==> config.mk <==
export PLATFORM = sky130hd
export DESIGN_NAME = iterative_alu
export DESIGN_NICKNAME = d
export VERILOG_FILES = /design/src/rtl/iterative_alu.sv
export SDC_FILE = /design/constraint.sdc
export NUM_CORES = 1
export LEC_CHECK = 0
export CORE_UTILIZATION = 38
export DETAILED_ROUTE_END_ITERATION = 16
export SLEW_MARGIN = 40
export SYNTH_ARGS = -nofsm -noshare
export SYNTH_HDL_FRONTEND = slang
export SYNTH_SLANG_ARGS = --single-unit
==> constraint.sdc <==
create_clock -name clk -period 11.7 [get_ports clk]
set_input_delay 2.925 -clock clk [delete_from_list [all_inputs] [get_ports clk]]
set_output_delay 2.925 -clock clk [all_outputs]
set_load 0.02 [all_outputs]
==> src/rtl/iterative_alu.sv <==
`default_nettype none
// ============================================================================
// Module   : iterative_alu
// Purpose  : Handshaked ALU. Single-cycle ops (add/sub, logic, compares and
//            shifts) register their result at the accept edge. MUL/MULHU use
//            an iterative shift-add multiplier and DIVU/REMU a restoring
//            divider, one step per cycle for WIDTH cycles.
// Ports    : clk, rst        - clock, synchronous active-high reset
//            in_valid/ready  - operation handshake (op, operand_a, operand_b)
//            out_valid/ready - result handshake (result + flags)
//            result          - registered operation result
//            is_zero         - result == 0
//            is_negative     - result MSB
//            illegal_op      - op code 14/15 was issued
//            div_by_zero     - DIVU/REMU issued with operand_b == 0
// Revision : 1.0 - initial release
// ============================================================================
module iterative_alu #(
    parameter int WIDTH = 32,
    parameter int CNT_W = $clog2(WIDTH) + 1
) (
    input  logic             clk,
    input  logic             rst,
    input  logic             in_valid,
    output logic             in_ready,
    input  logic [3:0]       op,
    input  logic [WIDTH-1:0] operand_a,
    input  logic [WIDTH-1:0] operand_b,
    output logic             out_valid,
    input  logic             out_ready,
    output logic [WIDTH-1:0] result,
    output logic             is_zero,
    output logic             is_negative,
    output logic             illegal_op,
    output logic             div_by_zero
);

    localparam int SH_W = $clog2(WIDTH);

    localparam logic [1:0] c_idle = 2'd0;
    localparam logic [1:0] c_busy = 2'd1;
    localparam logic [1:0] c_done = 2'd2;

    localparam logic [3:0] c_op_add   = 4'd0;
    localparam logic [3:0] c_op_sub   = 4'd1;
    localparam logic [3:0] c_op_and   = 4'd2;
    localparam logic [3:0] c_op_or    = 4'd3;
    localparam logic [3:0] c_op_xor   = 4'd4;
    localparam logic [3:0] c_op_slt   = 4'd5;
    localparam logic [3:0] c_op_sltu  = 4'd6;
    localparam logic [3:0] c_op_sll   = 4'd7;
    localparam logic [3:0] c_op_srl   = 4'd8;
    localparam logic [3:0] c_op_sra   = 4'd9;
    localparam logic [3:0] c_op_mul   = 4'd10;
    localparam logic [3:0] c_op_mulhu = 4'd11;
    localparam logic [3:0] c_op_divu  = 4'd12;
    localparam logic [3:0] c_op_remu  = 4'd13;

    localparam logic [CNT_W-1:0] c_iters   = CNT_W'(WIDTH);
    localparam logic [CNT_W-1:0] c_cnt_one = CNT_W'(1);

    // State and datapath registers
    logic [1:0]         r_state_q,     w_state_d;
    logic [3:0]         r_op_q,        w_op_d;
    logic [WIDTH-1:0]   r_addend_q,    w_addend_d;   // multiplicand or divisor
    logic [2*WIDTH-1:0] r_acc_q,       w_acc_d;      // product, or {remainder, dividend/quotient}
    logic [CNT_W-1:0]   r_cnt_q,       w_cnt_d;
    logic [WIDTH-1:0]   r_result_q,    w_result_d;
    logic               r_is_zero_q,   w_is_zero_d;
    logic               r_is_neg_q,    w_is_neg_d;
    logic               r_illegal_q,   w_illegal_d;
    logic               r_dbz_q,       w_dbz_d;

    // Combinational helpers
    logic               w_accept;
    logic [SH_W-1:0]    w_shamt;
    logic [WIDTH-1:0]   w_alu_res;
    logic               w_in_is_iter;
    logic               w_in_is_mul;
    logic               w_in_is_illegal;
    logic               w_run_is_mul;
    logic               w_run_is_high;
    logic [WIDTH-1:0]   w_mul_addend;
    logic [WIDTH:0]     w_mul_sum;
    logic [WIDTH:0]     w_rem_sh;
    logic [WIDTH:0]     w_diff;
    logic               w_fits;
    logic [2*WIDTH-1:0] w_acc_step;
    logic [WIDTH-1:0]   w_final;

    // ------------------------------------------------------------------
    // State register
    // ------------------------------------------------------------------
    always_ff @(posedge clk) begin
        if (rst) begin
            r_state_q <= c_idle;
        end else begin
            r_state_q <= w_state_d;
        end
    end

    // ------------------------------------------------------------------
    // Next-state logic
    // ------------------------------------------------------------------
    always_comb begin
        w_state_d = r_state_q;
        case (r_state_q)
            c_idle: begin
                if (w_accept) begin
                    w_state_d = w_in_is_iter ? c_busy : c_done;
                end
            end
            c_busy: begin
                if (r_cnt_q == c_cnt_one) begin
                    w_state_d = c_done;
                end
            end
            c_done: begin
                if (out_ready) begin
                    w_state_d = c_idle;
                end
            end
            default: w_state_d = c_idle;
        endcase
    end

    // ------------------------------------------------------------------
    // Output logic
    // ------------------------------------------------------------------
    always_comb begin
        in_ready    = (r_state_q == c_idle);
        out_valid   = (r_state_q == c_done);
        result      = r_result_q;
        is_zero     = r_is_zero_q;
        is_negative = r_is_neg_q;
        illegal_op  = r_illegal_q;
        div_by_zero = r_dbz_q;
    end

    assign w_accept = in_valid & in_ready;

    // ------------------------------------------------------------------
    // Single-cycle ALU, evaluated on the live operands at the accept edge
    // ------------------------------------------------------------------
    always_comb begin
        w_shamt   = operand_b[SH_W-1:0];
        w_alu_res = '0;
        case (op)
            c_op_add:  w_alu_res = operand_a + operand_b;
            c_op_sub:  w_alu_res = operand_a - operand_b;
            c_op_and:  w_alu_res = operand_a & operand_b;
            c_op_or:   w_alu_res = operand_a | operand_b;
            c_op_xor:  w_alu_res = operand_a ^ operand_b;
            c_op_slt:  w_alu_res = {{(WIDTH-1){1'b0}}, ($signed(operand_a) < $signed(operand_b))};
            c_op_sltu: w_alu_res = {{(WIDTH-1){1'b0}}, (operand_a < operand_b)};
            c_op_sll:  w_alu_res = operand_a << w_shamt;
            c_op_srl:  w_alu_res = operand_a >> w_shamt;
            c_op_sra:  w_alu_res = WIDTH'($signed(operand_a) >>> w_shamt);
            default:   w_alu_res = '0;   // iterative and illegal ops
        endcase
    end

    always_comb begin
        w_in_is_iter    = (op >= c_op_mul) && (op <= c_op_remu);
        w_in_is_mul     = (op == c_op_mul) || (op == c_op_mulhu);
        w_in_is_illegal = (op > c_op_remu);
        w_run_is_mul    = (r_op_q == c_op_mul) || (r_op_q == c_op_mulhu);
        // MULHU and REMU both take the upper half of the accumulator
        w_run_is_high   = (r_op_q == c_op_mulhu) || (r_op_q == c_op_remu);
    end

    // ------------------------------------------------------------------
    // One multiply or divide step
    // ------------------------------------------------------------------
    always_comb begin
        // Multiply: the multiplier sits in the low half and is consumed from
        // its LSB; the partial product accumulates into the high half and the
        // whole register shifts right once per step.
        w_mul_addend = r_acc_q[0] ? r_addend_q : '0;
        w_mul_sum    = {1'b0, r_acc_q[2*WIDTH-1:WIDTH]} + {1'b0, w_mul_addend};

        // Restoring divide: shift the next dividend bit (MSB first) into the
        // partial remainder and subtract the divisor if it fits. A set MSB in
        // the shifted remainder always means the divisor fits. A zero divisor
        // always fits, so quotient becomes all ones and the remainder ends up
        // holding the whole dividend.
        w_rem_sh = {r_acc_q[2*WIDTH-1:WIDTH], r_acc_q[WIDTH-1]};
        w_diff   = w_rem_sh - {1'b0, r_addend_q};
        w_fits   = w_rem_sh[WIDTH] | ~w_diff[WIDTH];

        if (w_run_is_mul) begin
            w_acc_step = {w_mul_sum, r_acc_q[WIDTH-1:1]};
        end else begin
            w_acc_step = {(w_fits ? w_diff[WIDTH-1:0] : w_rem_sh[WIDTH-1:0]),
                          r_acc_q[WIDTH-2:0], w_fits};
        end

        w_final = w_run_is_high ? w_acc_step[2*WIDTH-1:WIDTH] : w_acc_step[WIDTH-1:0];
    end

    // ------------------------------------------------------------------
    // Datapath next-value logic
    // ------------------------------------------------------------------
    always_comb begin
        w_op_d      = r_op_q;
        w_addend_d  = r_addend_q;
        w_acc_d     = r_acc_q;
        w_cnt_d     = r_cnt_q;
        w_result_d  = r_result_q;
        w_is_zero_d = r_is_zero_q;
        w_is_neg_d  = r_is_neg_q;
        w_illegal_d = r_illegal_q;
        w_dbz_d     = r_dbz_q;

        case (r_state_q)
            c_idle: begin
                if (w_accept) begin
                    w_op_d      = op;
                    w_illegal_d = 1'b0;
                    w_dbz_d     = 1'b0;
                    if (w_in_is_iter) begin
                        w_acc_d    = {{WIDTH{1'b0}}, (w_in_is_mul ? operand_b : operand_a)};
                        w_addend_d = w_in_is_mul ? operand_a : operand_b;
                        w_cnt_d    = c_iters;
                    end else begin
                        // Illegal ops fall through the ALU as zero
                        w_result_d  = w_alu_res;
                        w_is_zero_d = (w_alu_res == '0);
                        w_is_neg_d  = w_alu_res[WIDTH-1];
                        w_illegal_d = w_in_is_illegal;
                    end
                end
            end
            c_busy: begin
                w_acc_d = w_acc_step;
                w_cnt_d = r_cnt_q - c_cnt_one;
                // The last step's outcome is registered directly as the result
                if (r_cnt_q == c_cnt_one) begin
                    w_result_d  = w_final;
                    w_is_zero_d = (w_final == '0);
                    w_is_neg_d  = w_final[WIDTH-1];
                    w_dbz_d     = !w_run_is_mul && (r_addend_q == '0);
                end
            end
            default: ;   // DONE holds everything until the consumer accepts
        endcase
    end

    // ------------------------------------------------------------------
    // Datapath registers
    // ------------------------------------------------------------------
    always_ff @(posedge clk) begin
        if (rst) begin
            r_op_q      <= '0;
            r_addend_q  <= '0;
            r_acc_q     <= '0;
            r_cnt_q     <= '0;
            r_result_q  <= '0;
            r_is_zero_q <= 1'b0;
            r_is_neg_q  <= 1'b0;
            r_illegal_q <= 1'b0;
            r_dbz_q     <= 1'b0;
        end else begin
            r_op_q      <= w_op_d;
            r_addend_q  <= w_addend_d;
            r_acc_q     <= w_acc_d;
            r_cnt_q     <= w_cnt_d;
            r_result_q  <= w_result_d;
            r_is_zero_q <= w_is_zero_d;
            r_is_neg_q  <= w_is_neg_d;
            r_illegal_q <= w_illegal_d;
            r_dbz_q     <= w_dbz_d;
        end
    end

endmodule
`default_nettype wire
# Yosys cells after proc, flatten, opt, wreduce, memory -nomap -nowiden
# Index checks and enable logic that the tools add are counted.
# word_totals
ff_bits,144
in_bits,72
output_inout_bits,38
word_cells,103
# op_classes
n_addsub,5
order_cmp,5
eq_ne,22
shift,3
muxes,34
bitwise,6
n_reduce_logical,18
# ops
op,count
$pmux W32 S10,1
$mux W32,8
$mux W64,3
$pmux W64 S2,1
$logic_not A32 Y1,3
$lt A32 B32 Y1,2
$pmux W32 S2,1
$add A32 B32 Y33,1
$sub A33 B32 Y33,1
$add A32 B32 Y32,1
$and A32 B32 Y32,1
$or A32 B32 Y32,1
$shl A32 B5 Y32,1
$shr A32 B5 Y32,1
$sshr A32 B5 Y32,1
$sub A32 B32 Y32,1
$xor A32 B32 Y32,1
$eq A4 B4 Y1 const B,7
$eq A4 B3 Y1 const B,4
$mux W6,2
$pmux W6 S2,1
$reduce_and A3 Y1,4
$mux W1,9
$eq A4 B2 Y1 const B,2
other kinds (24),35

# Depth between registers and ports, before layout
# logic_depth
ltp_word,9
ltp_mapped,20

# Worst setup path before layout
# OpenSTA, ideal clock, no wires.
# synth_timing
kind,in2reg
from,input operand_b[2]
to,register r_is_zero_q (netlist: is_zero)
arrival_ps,7584
required_time_ps,11613
slack_ps,4029
cell_stages,19
path_buffers,4
path_cell_list,buf_2 > clkinv_1 > buf_1 > buf_1 > ha_1 > clkbuf_1 > a21o_1 > a221oi_1 > o21ai_0 > and3_1 > o32ai_1 > o2111ai_1 > a2111oi_2 > nand4_1 > or4b_1 > or4_1 > nor4_1 > a41oi_1 > o31ai_1
# synth_via
elab_chain_len,6
# synth_lines
item,line,source
"start, declared",28,"input logic [WIDTH-1:0] operand_b,"
$sub A32 B32 Y32 (tied with other cells),150,c_op_sub: w_alu_res = operand_a - operand_b;
$pmux W32 S10 (*),148,case (op)
$logic_not A32 Y1 (*),228,w_is_zero_d = (w_alu_res == '0);
$mux W1 (*),221,if (w_in_is_iter) begin
$mux W1 (*),217,if (w_accept) begin
$pmux W1 S2 (*),215,case (r_state_q)
"end signal, assigned",269,r_is_zero_q <= w_is_zero_d;
"end, declared",69,"logic r_is_zero_q, w_is_zero_d;"
# Mark *: on every way between the ends. The rest lies on a longest branch, timed or not. The select of a mux whose other input is x is not followed.
# A chain may end at the register's enable or synchronous reset.

# Final worst setup path
# layout_timing
from,input operand_a[0]
to,register r_is_zero_q (netlist: is_zero)
# layout_via
elab_chain_len,6
# layout_lines
item,line,source
"start, declared",27,"input logic [WIDTH-1:0] operand_a,"
$sub A32 B32 Y32 (tied with other cells),150,
$pmux W32 S10 (*),148,
$logic_not A32 Y1 (*),228,
$mux W1 (*),221,
$mux W1 (*),217,
$pmux W1 S2 (*),215,
# Marks and branches as above.

==> impl_metrics.ini <==
[outcome]
status = finished, final reports clean

[clock_network]
clock-root-buffer = clkbuf_16
ctsResizeCount = 0
cts_tree = built
clock-sinks = 143
cts_hold_buffers = 0
cts_buffers = 17
clockBufferDepth = 2
clk_latency_ps = 460
ctsHtreeMaxLevel = 4
post-cts-setup-buffer-count = 0
clkSlewWorstSetupHoldPaths_ps = 60

[logic_synthesis]
synth_nets = 3177
synth_edf_count = 0
syn_inst = 2935
yosysSeqAreaShare = 0.140
ys_types = 83
netlist.area_leader.share = 0.140
ys_ff_latch = 143
async_flop_share = 0
ys.flop_type = dfxtp_1
syn_area_per_cell_um2 = 6.96
yosys-top-cells-area = dfxtp_1, ha_1, a21oi_1
syn_area_um2 = 20400
synth_largest_area_cell = dfxtp_1
synth_warnings = 0

[worst_setup_path]
critical_path_class = primary input to flop
worstPathArrival_ps = 8650
worstSetupEndpoint = is_zero
reg2reg_to = is_zero
r2r_slack_ps = 5730
worstRegToRegCells = 19
crit_fanout = 6
worstPathRequired_ps = 12070
timing.rr.start = r_acc_q[31]
critPathLaunchType = primary input
critPathCaptureType = flop
worstSetupStartpoint = operand_a[0]

[sta]
final-max-slew-violation-count = 0
period_minus_slack_ps = 8280
rsz0062_at_grt = false
relSlewSlack = 0.356
tns_ps = 0
period_share = 0.708
hold_violations = 0
finClkSkew_ps = 18.1
setup_violations = 0
worst_pin_slew_ps = 962
clock.fmax_mhz = 121

[placed_design]
place_hpwl_mm = 78.3
port_buffers = 109
dpl-instance-area_um2 = 21900
gp_congestion = 1.03
dp_cells = 3561

[power_and_ir_drop]
leakagePower_nw = 9.00
p_total_mw = 2.19
powerDensity_nw_per_um2 = 97.3
ir_worst_vdd_uv = 65.0

[route]
drc = 0
wire_per_inst_um = 28.5
ant_nets = 0
routed_wl_mm = 103
vias = 24000
drtPass1Iterations = 13
vias_per_cell = 6.67
drt_iter0_drc = 3310

[cells_and_area]
area_delta_synth_final_pct = 10.2
fin_area_um2 = 22500
drive_gt1_frac = 0.0633
fin_nets = 3135
fin_cells = 3595
fillers = 5530

[floorplan]
die_h_um = 234
row_count = 84
start_util = 0.386
die_x_um = 234
ios = 110
die_area_um2 = 54700
coreArea_um2 = 52900

[grt]
grt_overflow = 0
grt_pass1_wl_mm = 150
grt_antenna_before_repair = 4
grt_max_degree = 90
grt_pass1_vias = 22200
track_usage = 0.369

[hold_path]
hp-class = flop to flop

[run]
cap_violations = 0
-- layout by cell type (no fill, tap or decap), drive strengths merged, types with 16 or more instances in the layout --
master         synthesis  layout
xor2                  26      26
o21ai                169     169
o31ai                 18      18
dfxtp                143     143
and3                  17      17
nand2                253     253
a211o                 21      21
mux4                  24      24
a22oi                 42      42
xnor2                 49      49
nand4                 22      22
ha                   166     166
o22ai                 56      56
nor4                  26      26
nor2b                 28      28
clkdlybuf4s50          0     102
a211oi               106     106
nand3                 57      57
and2                  48      48
mux2                  34      34
nor2                 364     364
or3                   18      18
nor3                  57      57
a21o                  45      45
o21a                  19      19
o21bai                16      16
clkbuf               162      23
a31oi                 35      35
a21oi                312     312
mux2i                117     117
inv                  146     149
buf                   55      53
nand2b                25      25
o211ai                35      35
a221oi                27      27
-- logic make-up after synthesis --
family | count (synthesis) | synth area share
adders and majority gates | 170 | 0.106
buffers and inverters | 365 | 0.0696
muxes | 175 | 0.103
AOI/OAI and AO/OA | 1044 | 0.334
DFF | 143 | 0.140
xor gates and xnor gates | 75 | 0.0322
and+or+nand+nor | 963 | 0.216
-- worst min path at each step --
stage                    start         end  slack (ps)  depth (start not counted)
finish              illegal_op  illegal_op         460                          2
detailed placement  illegal_op  illegal_op         450                          2
global route        illegal_op  illegal_op         480                          2
CTS                 illegal_op  illegal_op         460                          2
floorplan            r_op_q[0]   r_op_q[0]         450                          2
global placement    illegal_op  illegal_op         440                          2
-- where the power goes --
group / leakage [nW] / switching, mW / internal (mW)
Sequential: 1.16 / 0.0352 / 0.515
Clock: 0.278 / 0.238 / 0.312
Combinational: 7.56 / 0.722 / 0.368
Total: 9.00 / 0.995 / 1.19
-- cell type report --
class / count / area [um^2] / share of cell area
inverters: 148 / 556 / 0.0247
clock buffers: 22 / 474 / 0.0211
well taps: 688 / 861 / 0.0382
repair buffers: 156 / 1420 / 0.0629
diodes: 1 / 2.50 / 0.000111
multi-input cells: 2427 / 16200 / 0.721
clock inverters: 10 / 103 / 0.00456
flip-flops and latches: 143 / 2860 / 0.127
-- critical path, cell delays in order --
cell and delay, ps:
clkdlybuf4s50_1 650, inv_1 240, ha_1 230, inv_1 70
fa_1 410, nor2b_1 180, o311ai_0 420, o21ai_0 390
o21a_1 290, o32ai_1 340, o2111ai_1 250, a2111oi_2 340
nand4_1 230, or4b_1 540, or4_1 580, nor4_1 290
a41oi_1 160, o31ai_1 100
-- per-stage QoR --
| stage | util | hold slack [ps] | worst slack [ps] |
|---|---|---|---|
| after floorplan | - | 445 | 4030 |
| after global placement | 0.414 | 441 | 3240 |
| after detailed placement | 0.415 | 451 | 3150 |
| after CTS | 0.426 | 459 | 3600 |
| after global routing | 0.426 | 478 | 3310 |
| final | 0.426 | 457 | 3420 |
-- sequential cells by signal (all words and copies together), names as in the netlist --
register     count
r_state_q        2
r_op_q           4
r_cnt_q          6
r_addend_q      32
result          32
is_zero          1
illegal_op       1
r_acc_q         64
div_by_zero      1
-- synth_stat cells, drive strengths merged (8+ instances only) --
cell type and count:
nor3 57, mux4 24, dfxtp 143, o22ai 56, ha 166, o31ai 18
or4 8, and2 48, nor4 26, a21oi 312, mux2 34, xor2 26
a211oi 106, o211ai 35, xnor2 49, o311ai 8, o21ai 169, nand3 57
a21o 45, or3 18, a22oi 42, a211o 21, nor2b 28, nand2b 25
nand2 253, a32oi 10, a221o 15, a221oi 27, or2 11, and3 17
o221ai 15, clkbuf 162, o21bai 16, nand4 22, buf 55, a311oi 15
mux2i 117, nor2 364, inv 146, a31oi 35, o21a 19
-- routing by layer --
metal | GRT usage | vias up | wire length [um]
met5 | 0 | - | 36
li1 | - | 10800 | -
met3 | 0.0569 | 257 | 9150
met2 | 0.551 | 1387 | 43400
met1 | 0.498 | 11600 | 43200
met4 | 0.220 | 6 | 6750
Power figures use the tool's default switching activity.
